===== src/rtl/cache_mon_pkg.sv =====
// cache_mon_pkg
// Shared types and constants for the cache performance monitor.
//   evt_e       : readout event codes (READS..ACCESSES; codes 6-7 are unused)
//   ch_state_e  : per-channel access-tracking FSM state
//   N_CNT       : number of physically stored counters per channel
//   N_EVT       : number of defined readout events (ACCESSES is derived)
package cache_mon_pkg;

    typedef enum logic [2:0] {
        EVT_READS    = 3'd0,
        EVT_WRITES   = 3'd1,
        EVT_HITS     = 3'd2,
        EVT_MISSES   = 3'd3,
        EVT_STALLS   = 3'd4,
        EVT_ACCESSES = 3'd5
    } evt_e;

    typedef enum logic {
        ST_IDLE = 1'b0,
        ST_BUSY = 1'b1
    } ch_state_e;

    // READS, WRITES, HITS, MISSES, STALLS are stored; ACCESSES is computed at readout
    localparam int N_CNT = 5;
    localparam int N_EVT = 6;

endpackage


===== src/rtl/cache_mon_channel.sv =====
// cache_mon_channel
// One monitored cache port: access FSM, saturating event counters,
// sticky saturation flag and consecutive-miss run counter.
// Ports:
//   clk, reset        : clock, synchronous active-high reset
//   i_rd, i_wr        : access request (both high = write)
//   i_hit             : hit flag, valid with i_ready
//   i_ready           : access complete
//   i_clear           : zero counters, sat and miss run (FSM untouched)
//   i_freeze          : hold counters and sat
//   o_cnt             : stored counters, indexed by evt_e (READS..STALLS)
//   o_sat             : some counter reached its maximum (sticky)
//   o_miss_alarm      : miss run has reached MISS_THR
module cache_mon_channel
    import cache_mon_pkg::*;
#(
    parameter int CNT_W    = 32,
    parameter int MISS_THR = 16
) (
    input  logic                          clk,
    input  logic                          reset,
    input  logic                          i_rd,
    input  logic                          i_wr,
    input  logic                          i_hit,
    input  logic                          i_ready,
    input  logic                          i_clear,
    input  logic                          i_freeze,
    output logic [N_CNT-1:0][CNT_W-1:0]   o_cnt,
    output logic                          o_sat,
    output logic                          o_miss_alarm
);

    localparam logic [CNT_W-1:0] CNT_MAX    = '1;
    localparam logic [CNT_W-1:0] CNT_MAX_M1 = CNT_MAX - 1'b1;
    localparam int               RUN_W      = $clog2(MISS_THR + 1);
    localparam logic [RUN_W-1:0] RUN_MAX    = RUN_W'(MISS_THR);

    ch_state_e        r_state;
    ch_state_e        w_state_next;
    logic             r_type_wr;
    logic             w_type_wr_next;
    logic             w_done;
    logic             w_done_wr;
    logic             w_stall;
    logic [N_CNT-1:0] w_inc;
    logic [N_CNT-1:0] w_to_max;
    logic             r_sat;
    logic [RUN_W-1:0] r_run;

    always_ff @(posedge clk) begin
        if (reset) begin
            r_state   <= ST_IDLE;
            r_type_wr <= 1'b0;
        end else begin
            r_state   <= w_state_next;
            r_type_wr <= w_type_wr_next;
        end
    end

    always_comb begin
        w_state_next   = r_state;
        w_type_wr_next = r_type_wr;
        w_done         = 1'b0;
        w_done_wr      = 1'b0;
        w_stall        = 1'b0;
        case (r_state)
            ST_IDLE: begin
                if (i_rd || i_wr) begin
                    if (i_ready) begin
                        w_done    = 1'b1;
                        w_done_wr = i_wr;
                    end else begin
                        w_state_next   = ST_BUSY;
                        w_type_wr_next = i_wr;
                    end
                end
            end
            ST_BUSY: begin
                // new requests are ignored until the outstanding one finishes
                if (i_ready) begin
                    w_done       = 1'b1;
                    w_done_wr    = r_type_wr;
                    w_state_next = ST_IDLE;
                end else begin
                    w_stall = 1'b1;
                end
            end
            default: w_state_next = ST_IDLE;
        endcase
    end

    assign w_inc[EVT_READS]  = w_done && !w_done_wr;
    assign w_inc[EVT_WRITES] = w_done &&  w_done_wr;
    assign w_inc[EVT_HITS]   = w_done &&  i_hit;
    assign w_inc[EVT_MISSES] = w_done && !i_hit;
    assign w_inc[EVT_STALLS] = w_stall;

    genvar gi;
    generate
        for (gi = 0; gi < N_CNT; gi++) begin : g_cnt
            logic [CNT_W-1:0] r_cnt;

            // flags the increment that lands exactly on the maximum value
            assign w_to_max[gi] = w_inc[gi] && (r_cnt == CNT_MAX_M1);
            assign o_cnt[gi]    = r_cnt;

            always_ff @(posedge clk) begin
                if (reset || i_clear) begin
                    r_cnt <= '0;
                end else if (!i_freeze && w_inc[gi] && (r_cnt != CNT_MAX)) begin
                    r_cnt <= r_cnt + 1'b1;
                end
            end
        end
    endgenerate

    always_ff @(posedge clk) begin
        if (reset || i_clear) begin
            r_sat <= 1'b0;
        end else if (!i_freeze && (|w_to_max)) begin
            r_sat <= 1'b1;
        end
    end

    // miss run keeps tracking while frozen; only clear/reset zero it
    always_ff @(posedge clk) begin
        if (reset || i_clear) begin
            r_run <= '0;
        end else if (w_done) begin
            if (i_hit) begin
                r_run <= '0;
            end else if (r_run != RUN_MAX) begin
                r_run <= r_run + 1'b1;
            end
        end
    end

    assign o_sat        = r_sat;
    assign o_miss_alarm = (r_run == RUN_MAX);

endmodule


===== src/rtl/cache_perf_monitor.sv =====
// cache_perf_monitor
// Multi-port cache performance monitor: one cache_mon_channel per port plus
// a registered counter readout.
// Ports:
//   clk, reset       : clock, synchronous active-high reset
//   rd, wr, hit,
//   ready            : per-channel access handshake
//   clear, freeze    : global counter clear / hold (clear wins)
//   sel_ch, sel_evt  : readout channel and event code
//   rdata            : selected counter, one cycle after selection
//   sat              : per-channel sticky saturation flag
//   miss_alarm       : per-channel consecutive-miss alarm
module cache_perf_monitor
    import cache_mon_pkg::*;
#(
    parameter int NUM_CH   = 2,
    parameter int CNT_W    = 32,
    parameter int MISS_THR = 16,
    localparam int SEL_W   = (NUM_CH > 1) ? $clog2(NUM_CH) : 1
) (
    input  logic              clk,
    input  logic              reset,
    input  logic [NUM_CH-1:0] rd,
    input  logic [NUM_CH-1:0] wr,
    input  logic [NUM_CH-1:0] hit,
    input  logic [NUM_CH-1:0] ready,
    input  logic              clear,
    input  logic              freeze,
    input  logic [SEL_W-1:0]  sel_ch,
    input  logic [2:0]        sel_evt,
    output logic [CNT_W-1:0]  rdata,
    output logic [NUM_CH-1:0] sat,
    output logic [NUM_CH-1:0] miss_alarm
);

    logic [N_CNT-1:0][CNT_W-1:0] w_cnt [NUM_CH];
    logic [N_CNT-1:0][CNT_W-1:0] w_sel_cnt;
    logic [CNT_W:0]              w_sum;
    logic [CNT_W-1:0]            w_rd_val;
    logic [CNT_W-1:0]            r_rdata;

    genvar gi;
    generate
        for (gi = 0; gi < NUM_CH; gi++) begin : g_ch
            cache_mon_channel #(
                .CNT_W    (CNT_W),
                .MISS_THR (MISS_THR)
            ) u_ch (
                .clk          (clk),
                .reset        (reset),
                .i_rd         (rd[gi]),
                .i_wr         (wr[gi]),
                .i_hit        (hit[gi]),
                .i_ready      (ready[gi]),
                .i_clear      (clear),
                .i_freeze     (freeze),
                .o_cnt        (w_cnt[gi]),
                .o_sat        (sat[gi]),
                .o_miss_alarm (miss_alarm[gi])
            );
        end
    endgenerate

    always_comb begin
        w_rd_val  = '0;
        w_sel_cnt = '0;
        w_sum     = '0;
        // non-power-of-two channel counts leave unused select codes reading 0
        if ({1'b0, sel_ch} < (SEL_W + 1)'(NUM_CH)) begin
            w_sel_cnt = w_cnt[sel_ch];
            w_sum     = {1'b0, w_sel_cnt[EVT_READS]} + {1'b0, w_sel_cnt[EVT_WRITES]};
            case (sel_evt)
                EVT_READS:    w_rd_val = w_sel_cnt[EVT_READS];
                EVT_WRITES:   w_rd_val = w_sel_cnt[EVT_WRITES];
                EVT_HITS:     w_rd_val = w_sel_cnt[EVT_HITS];
                EVT_MISSES:   w_rd_val = w_sel_cnt[EVT_MISSES];
                EVT_STALLS:   w_rd_val = w_sel_cnt[EVT_STALLS];
                EVT_ACCESSES: w_rd_val = w_sum[CNT_W] ? '1 : w_sum[CNT_W-1:0];
                default:      w_rd_val = '0;
            endcase
        end
    end

    always_ff @(posedge clk) begin
        if (reset) begin
            r_rdata <= '0;
        end else begin
            r_rdata <= w_rd_val;
        end
    end

    assign rdata = r_rdata;

endmodule


===== config.mk =====
export PLATFORM = sky130hd
export DESIGN_NAME = cache_perf_monitor
export DESIGN_NICKNAME = d
export VERILOG_FILES = /design/src/rtl/cache_mon_pkg.sv /design/src/rtl/cache_mon_channel.sv /design/src/rtl/cache_perf_monitor.sv
export SDC_FILE = /design/constraint.sdc
export NUM_CORES = 1
export LEC_CHECK = 0
export BUFFER_PORTS_ARGS = -buffer_cell sky130_fd_sc_hd__buf_2
export CAP_MARGIN = 30
export CORE_MARGIN = 2
export CORE_UTILIZATION = 64
export CTS_BUF_LIST = sky130_fd_sc_hd__clkbuf_4 sky130_fd_sc_hd__clkbuf_8 sky130_fd_sc_hd__clkbuf_16
export DETAILED_ROUTE_END_ITERATION = 8
export PLACE_DENSITY = 0.77
export SLEW_MARGIN = 15
export SYNTH_ARGS = -nofsm -noshare
export SYNTH_HDL_FRONTEND = slang
export SYNTH_HIERARCHICAL = 1
export SYNTH_SLANG_ARGS = --single-unit

===== constraint.sdc =====
create_clock -name clk -period 4.9 [get_ports clk]
set_input_delay 0.245 -clock clk [delete_from_list [all_inputs] [get_ports clk]]
set_output_delay 0.245 -clock clk [all_outputs]
set_load 0.01 [all_outputs]

==> results_dict.tcl, run 1 <==
set metrics [dict create \
    status "complete, no violations" \
    gr-total-overflow 0 \
    grt_start_max_net_pins 75 \
    mostFrequentLayoutCell "dfxtp_1" \
    critical_path_class "reg2reg" \
    cts.sinks 368 \
    fin_crit_ns 3.59 \
    hold_viol 0 \
    synthAdderAreaFrac_pct 3.15 \
    fin_cells 3287 \
    yosysTopAreaCell "dfxtp_1" \
    arrival_ns 4.08 \
    tritoncts "built" \
    slew_headroom_pct 25.8 \
    clockRootBuffer "clkbuf_16" \
    hpwl_um 57200 \
    maxSlewViolCount 0 \
    critPathMaxFanout 31 \
    powerDensity_nw_per_um2 266 \
    fp.dieH_um 193 \
    layout.nets 2867 \
    h-tree-depth 2 \
    synth_top_area_share_pct 32.2 \
    setup_viol 0 \
    timing.rr.end "rdata[20]" \
    drtIter0Drc 2466 \
    drtPass1Iterations 6 \
    ff_latch_area_um2 7370 \
    port_buffers 51 \
    synth_area_per_cell_um2 8.13 \
    cts_buffers 42 \
    synthDistinctLibCells 100 \
    r2r_cells 12 \
    cts_hold_buf 2 \
    fin_total_pwr_w 0.00660 \
    fin_crit_sh_pct 73.2 \
    synth_compound_area_share_pct 21.1 \
    die_x_um 193 \
    synthToLayoutAreaGrowth_pct 8.34 \
    hold_path_class "in2reg" \
    clk_latency_ns 0.59 \
    synth.area.mux_share_pct 8.80 \
    drcViolationCount 0 \
    synth_nets 2890 \
    synthSimpleGateAreaFrac_pct 26.8 \
    ir_worst_vdd_v 0.000317 \
    routed_via_density 7.04 \
    fin_tns_setup_ns 0 \
    via_count 23100 \
    crit_required_ns 5.39 \
    setup.worst_path.end "rdata[20]" \
    cp-end-kind "register" \
    holdWs_ns 0.0692 \
    ys.flop_type "dfxtp_1" \
    fmax_mhz 279 \
    cts_setup_buffers 0 \
    grt_pass1_wl_um 119000 \
    fin_ws_ns 1.31 \
    synth.area.top_cells "dfxtp_1, a21oi_1, mux2i_1" \
    wl_per_cell_um 23.8 \
    ant_nets 0 \
    maxCapViolations 0 \
    fillers 2891 \
    die_area_um2 37300 \
    synth_top_family_by_area "simple AND/OR/NAND/NOR gates" \
    yosysWarningCount 6 \
    core_area_um2 35400 \
    synth_seq_cells 368 \
    worst_pin_slew_ns 1.11 \
    cts.repair.resized 0 \
    initial_core_util_pct 64.7 \
    layout_common_cells "dfxtp_1, a21oi_1, nand2_1" \
    synth_edf_count 0 \
    antenna_found_initial 2 \
    cp-start-kind "register" \
    crit_path_start "g_ch[1].u_ch/g_cnt[1].r_cnt[0]" \
    ys_seq_area_share_pct 32.2 \
    placed_cells 3204 \
    grt_pass1_vias 21000 \
    drive_above_1_share_pct 10.7 \
    grt_use_total_pct 41.1 \
    rows 69 \
    fin_skew_ns 0.0277 \
    grt_setup_unrepaired "no" \
    multi_input_area_um2 14500 \
    ys_async_sr_fraction_pct 0 \
    netlist_instances 2817 \
    syn_area_um2 22900 \
    regToRegStartpoint "g_ch[1].u_ch/g_cnt[1].r_cnt[0]" \
    clk_path_buf_depth 3 \
    gp_congestion 1.03 \
    synth_xor_area_share_pct 3.48 \
    ioPinCount 52 \
    ff2ff_setup_slack_ns 1.31 \
    drt_wl_total_um 78400 \
    p_leak_nw 8.17 \
    clk_pin_slew_worst_paths_ns 0.06 \
    preCtsSetupSlack_ns 0.911 \
]
==> synth_stat cells, types with 7 or more instances <==
library cell / number
o31ai_1: 80
nor2b_1: 10
o22ai_1: 25
o31a_1: 11
a31oi_1: 31
mux2i_1: 127
buf_6: 11
a211oi_1: 27
a21o_1: 18
nor3_1: 37
clkbuf_1: 102
nand3_1: 103
dfxtp_1: 368
o21a_1: 10
o211ai_1: 16
o41ai_1: 7
nand2b_1: 7
ha_1: 56
o21ai_0: 141
o21ai_1: 39
nor2_1: 186
and3_1: 33
or4_1: 92
and2_1: 16
buf_2: 27
inv_1: 68
xor2_1: 30
o221ai_1: 8
xnor2_1: 61
nand2_1: 211
mux2_2: 66
a21oi_1: 297
and4_1: 33
nand4_1: 111
or2_2: 10
buf_1: 9
or3_1: 147
a31o_2: 8
nor4_1: 45
==> kinds of logic (layout without fill, tap and decap cells) <==
group | Yosys count | count (layout)
other | 0 | 1
DFF | 368 | 368
xor gates and xnor gates | 91 | 91
muxes | 193 | 193
buffers and inverters | 227 | 235
AOI/OAI and AO/OA | 781 | 781
adders and majority gates | 57 | 57
and+or+nand+nor | 1100 | 1100
==> critical path, cell delays in order (launching register included) <==
cell	delay (ns)
dfxtp_1	0.46
mux2_2	0.22
ha_1	0.21
fa_1	0.26
a211oi_2	0.09
o32a_1	0.40
o22ai_2	0.21
a31o_4	0.24
o211a_4	0.21
a31oi_4	0.11
nor2_4	0.66
o21ai_1	0.18
a31oi_1	0.21
==> how the worst min path moves through the flow <==
stage                                                from                              end  depth (start not counted)
after global placement    g_ch[1].u_ch/g_cnt[3].r_cnt[13]  g_ch[1].u_ch/g_cnt[3].r_cnt[13]                          2
after floorplan                                     wr[0]           g_ch[0].u_ch/r_type_wr                          2
after detailed placement  g_ch[1].u_ch/g_cnt[3].r_cnt[13]  g_ch[1].u_ch/g_cnt[3].r_cnt[13]                          2
after global routing                             ready[0]             g_ch[0].u_ch/r_state                          2
after CTS                                        ready[0]             g_ch[0].u_ch/r_state                          2
final                                               rd[1]           g_ch[1].u_ch/r_type_wr                          4
==> per-layer routing <==
| metal | vias to the layer above | track usage, % | wire length [um] | share of wire [%] |
|---|---|---|---|---|
| li1 | 10600 | - | - | - |
| met1 | 11000 | 51.7 | 30600 | 39 |
| met2 | 1208 | 65.3 | 35400 | 45 |
| met3 | 268 | 8.00 | 7310 | 9.3 |
| met4 | 0 | 25.0 | 5060 | 6.5 |
| met5 | - | 0 | 0 | 0 |
==> power by group <==
group | internal (W) | leakage [nW] | switching (W)
Clock | 0.00197 | 0.713 | 0.00134
Sequential | 0.00300 | 2.96 | 0.00000960
Combinational | 0.0000817 | 4.49 | 0.000203
Total | 0.00504 | 8.17 | 0.00155
==> flip-flops by register name, summed over array words and instances (netlist names) <==
register	cells
g_ch.u_ch/r_run	10
g_ch.u_ch/g_cnt.r_cnt	320
g_ch.u_ch/r_type_wr	2
g_ch.u_ch/r_state	2
rdata	32
g_ch.u_ch/o_sat	2
==> stage by stage <==
stage | area (um^2) | util [%]
after floorplan | 22900 | -
after global placement | 23200 | 65.6
after detailed placement | 23300 | 65.8
after CTS | 24800 | 69.9
after global routing | 24800 | 70.1
final | 24800 | 70.1
==> layout make-up <==
type	count	area share [%]
clock inverter	16	0.832
antenna	1	0.0101
timing repair buffer	92	2.60
multi-input combinational	2222	58.6
sequential	368	29.7
clock buffer	59	4.95
tap	461	2.33
inverter	68	1.03
Note: power is estimated with default switching activity, not from simulation.
==> inputs of run 2 (changes only) <==
==> constraint.sdc (replaced) <==
create_clock -name clk -period 3.5 [get_ports clk]
set_input_delay 0.175 -clock clk [delete_from_list [all_inputs] [get_ports clk]]
set_output_delay 0.175 -clock clk [all_outputs]
set_load 0.01 [all_outputs]
==> results_dict.tcl, run 2 (synthesized netlist as in run 1, its figures left out) <==
set metrics [dict create \
    powerDensity_nw_per_um2 373 \
    r2r_cells 13 \
    core_area_um2 35400 \
    p_leak_nw 8.50 \
    ant_nets 0 \
    crit_required_ns 3.95 \
    grt_setup_unrepaired "no" \
    port_buffers 51 \
    hold_viol 0 \
    drt_wl_total_um 80100 \
    mostFrequentLayoutCell "dfxtp_1" \
    layout_common_cells "dfxtp_1, a21oi_1, nand2_1" \
    slew_headroom_pct 32.3 \
    fp.dieH_um 193 \
    worst_pin_slew_ns 1.01 \
    utilization_pct 71.5 \
    grt_use_total_pct 42.0 \
    wl_per_cell_um 23.9 \
    tritoncts "built" \
    layout.nets 2930 \
    gr-total-overflow 0 \
    drtPass1Iterations 6 \
    fin_crit_sh_pct 98.1 \
    fin_tns_setup_ns 0 \
    grt_start_max_net_pins 49 \
    maxCapViolations 0 \
    antenna_cells 0 \
    ir_worst_vdd_v 0.000484 \
    grt_pass1_vias 21200 \
    fin_skew_ns 0.0224 \
    clk_path_buf_depth 3 \
    h-tree-depth 2 \
    rows 69 \
    cts.sinks 368 \
    largest_register "g_ch.u_ch/g_cnt.r_cnt" \
    fin_crit_ns 3.43 \
    gp_congestion 1.04 \
    initial_core_util_pct 64.7 \
    hold_depth 3 \
    drive_above_1_share_pct 12.5 \
    hpwl_um 58000 \
    arrival_ns 3.88 \
    synthToLayoutAreaGrowth_pct 10.6 \
    maxSlewViolCount 0 \
    setup_viol 0 \
    grt_pass1_wl_um 121000 \
    routed_via_density 7.09 \
    clk_pin_slew_worst_paths_ns 0.06 \
    status "complete, no violations" \
    ioPinCount 52 \
    drcViolationCount 0 \
    clockRootBuffer "clkbuf_16" \
    via_count 23700 \
    clk_latency_ns 0.58 \
    cp-start-kind "register" \
    die_area_um2 37300 \
    critical_path_class "reg2reg" \
    cts_buffers 42 \
    cp-end-kind "register" \
    placed_cells 3263 \
    die_x_um 193 \
    largest_register_ffs 320 \
    antenna_found_initial 2 \
    drtIter0Drc 2811 \
    fmax_mhz 291 \
    fin_cells 3347 \
    hold_path_class "in2reg" \
    critPathMaxFanout 8 \
]
## run 2: routing by layer
| layer | GRT usage (%) | up-vias | part of all wire (%) |
|---|---|---|---|
| met3 | 9.18 | 235 | 11 |
| li1 | - | 10800 | - |
| met5 | 0 | - | 0 |
| met2 | 65.5 | 1438 | 44 |
| met1 | 54.0 | 11300 | 39 |
| met4 | 23.2 | 0 | 5.8 |
## run 2: cell type report
cell class | instances | area (um^2)
multi-input combinational | 2224 | 14500
sequential | 368 | 7370
fill | 2872 | 10100
clock inverter | 10 | 206
clock buffer | 63 | 1290
tap | 461 | 577
timing repair buffer | 153 | 1070
inverter | 68 | 255
## run 2: stage by stage
| stage | cell area, um^2 | setup slack [ns] | hold WS (ns) | power (W) |
|---|---|---|---|---|
| 5_1_grt | 25300 | 0.00328 | 0.0586 | 0.00965 |
| 3_5_place_dp | 23700 | 0.0278 | 0.483 | 0.00468 |
| 2_1_floorplan | 22900 | 0.0303 | 0.335 | 0.00456 |
| 6_report | 25300 | 0.0653 | 0.0531 | 0.00943 |
| 4_1_cts | 25300 | 0.133 | 0.0201 | 0.00946 |
| 3_3_place_gp | 23700 | 0.0773 | 0.463 | 0.00468 |
## run 2: worst paths after layout
kind / from / endpoint / slack [ns]
setup / recovery: g_ch[0].u_ch/g_cnt[0].r_cnt[0] / rdata[28] / 0.07
hold / removal: wr[1] / g_ch[1].u_ch/r_type_wr / 0.05
setup reg to reg: g_ch[0].u_ch/g_cnt[0].r_cnt[0] / rdata[28] / 0.07
hold reg to reg: g_ch[1].u_ch/g_cnt[0].r_cnt[31] / g_ch[1].u_ch/g_cnt[0].r_cnt[31] / 0.49
## run 2: report_power, final
| group | total, W | internal [W] | switching, W |
|---|---|---|---|
| Clock | 0.00482 | 0.00299 | 0.00183 |
| Combinational | 0.000400 | 0.000116 | 0.000285 |
| Sequential | 0.00421 | 0.00420 | 0.0000141 |
## run 2: critical path, stage by stage (launching register included)
cell and delay, ns:
dfxtp_1 0.35, mux2_2 0.30, ha_1 0.24, fa_2 0.36
a211oi_2 0.29, o32a_1 0.24, o22ai_2 0.12, a31o_4 0.27
o211a_4 0.27, a31oi_4 0.17, buf_4 0.19, nor2_4 0.10
o31ai_1 0.31, a21oi_1 0.10
## run 2: timing repair
| action | CTS | global route |
|---|---|---|
| hold buffers | 4 | 0 |
| buffers inserted | 0 | 4 |
| endpoints found under the hold margin | 3 | 0 |
| resized for setup | 0 | 2 |
| setup endpoints to repair | 0 | 13 |
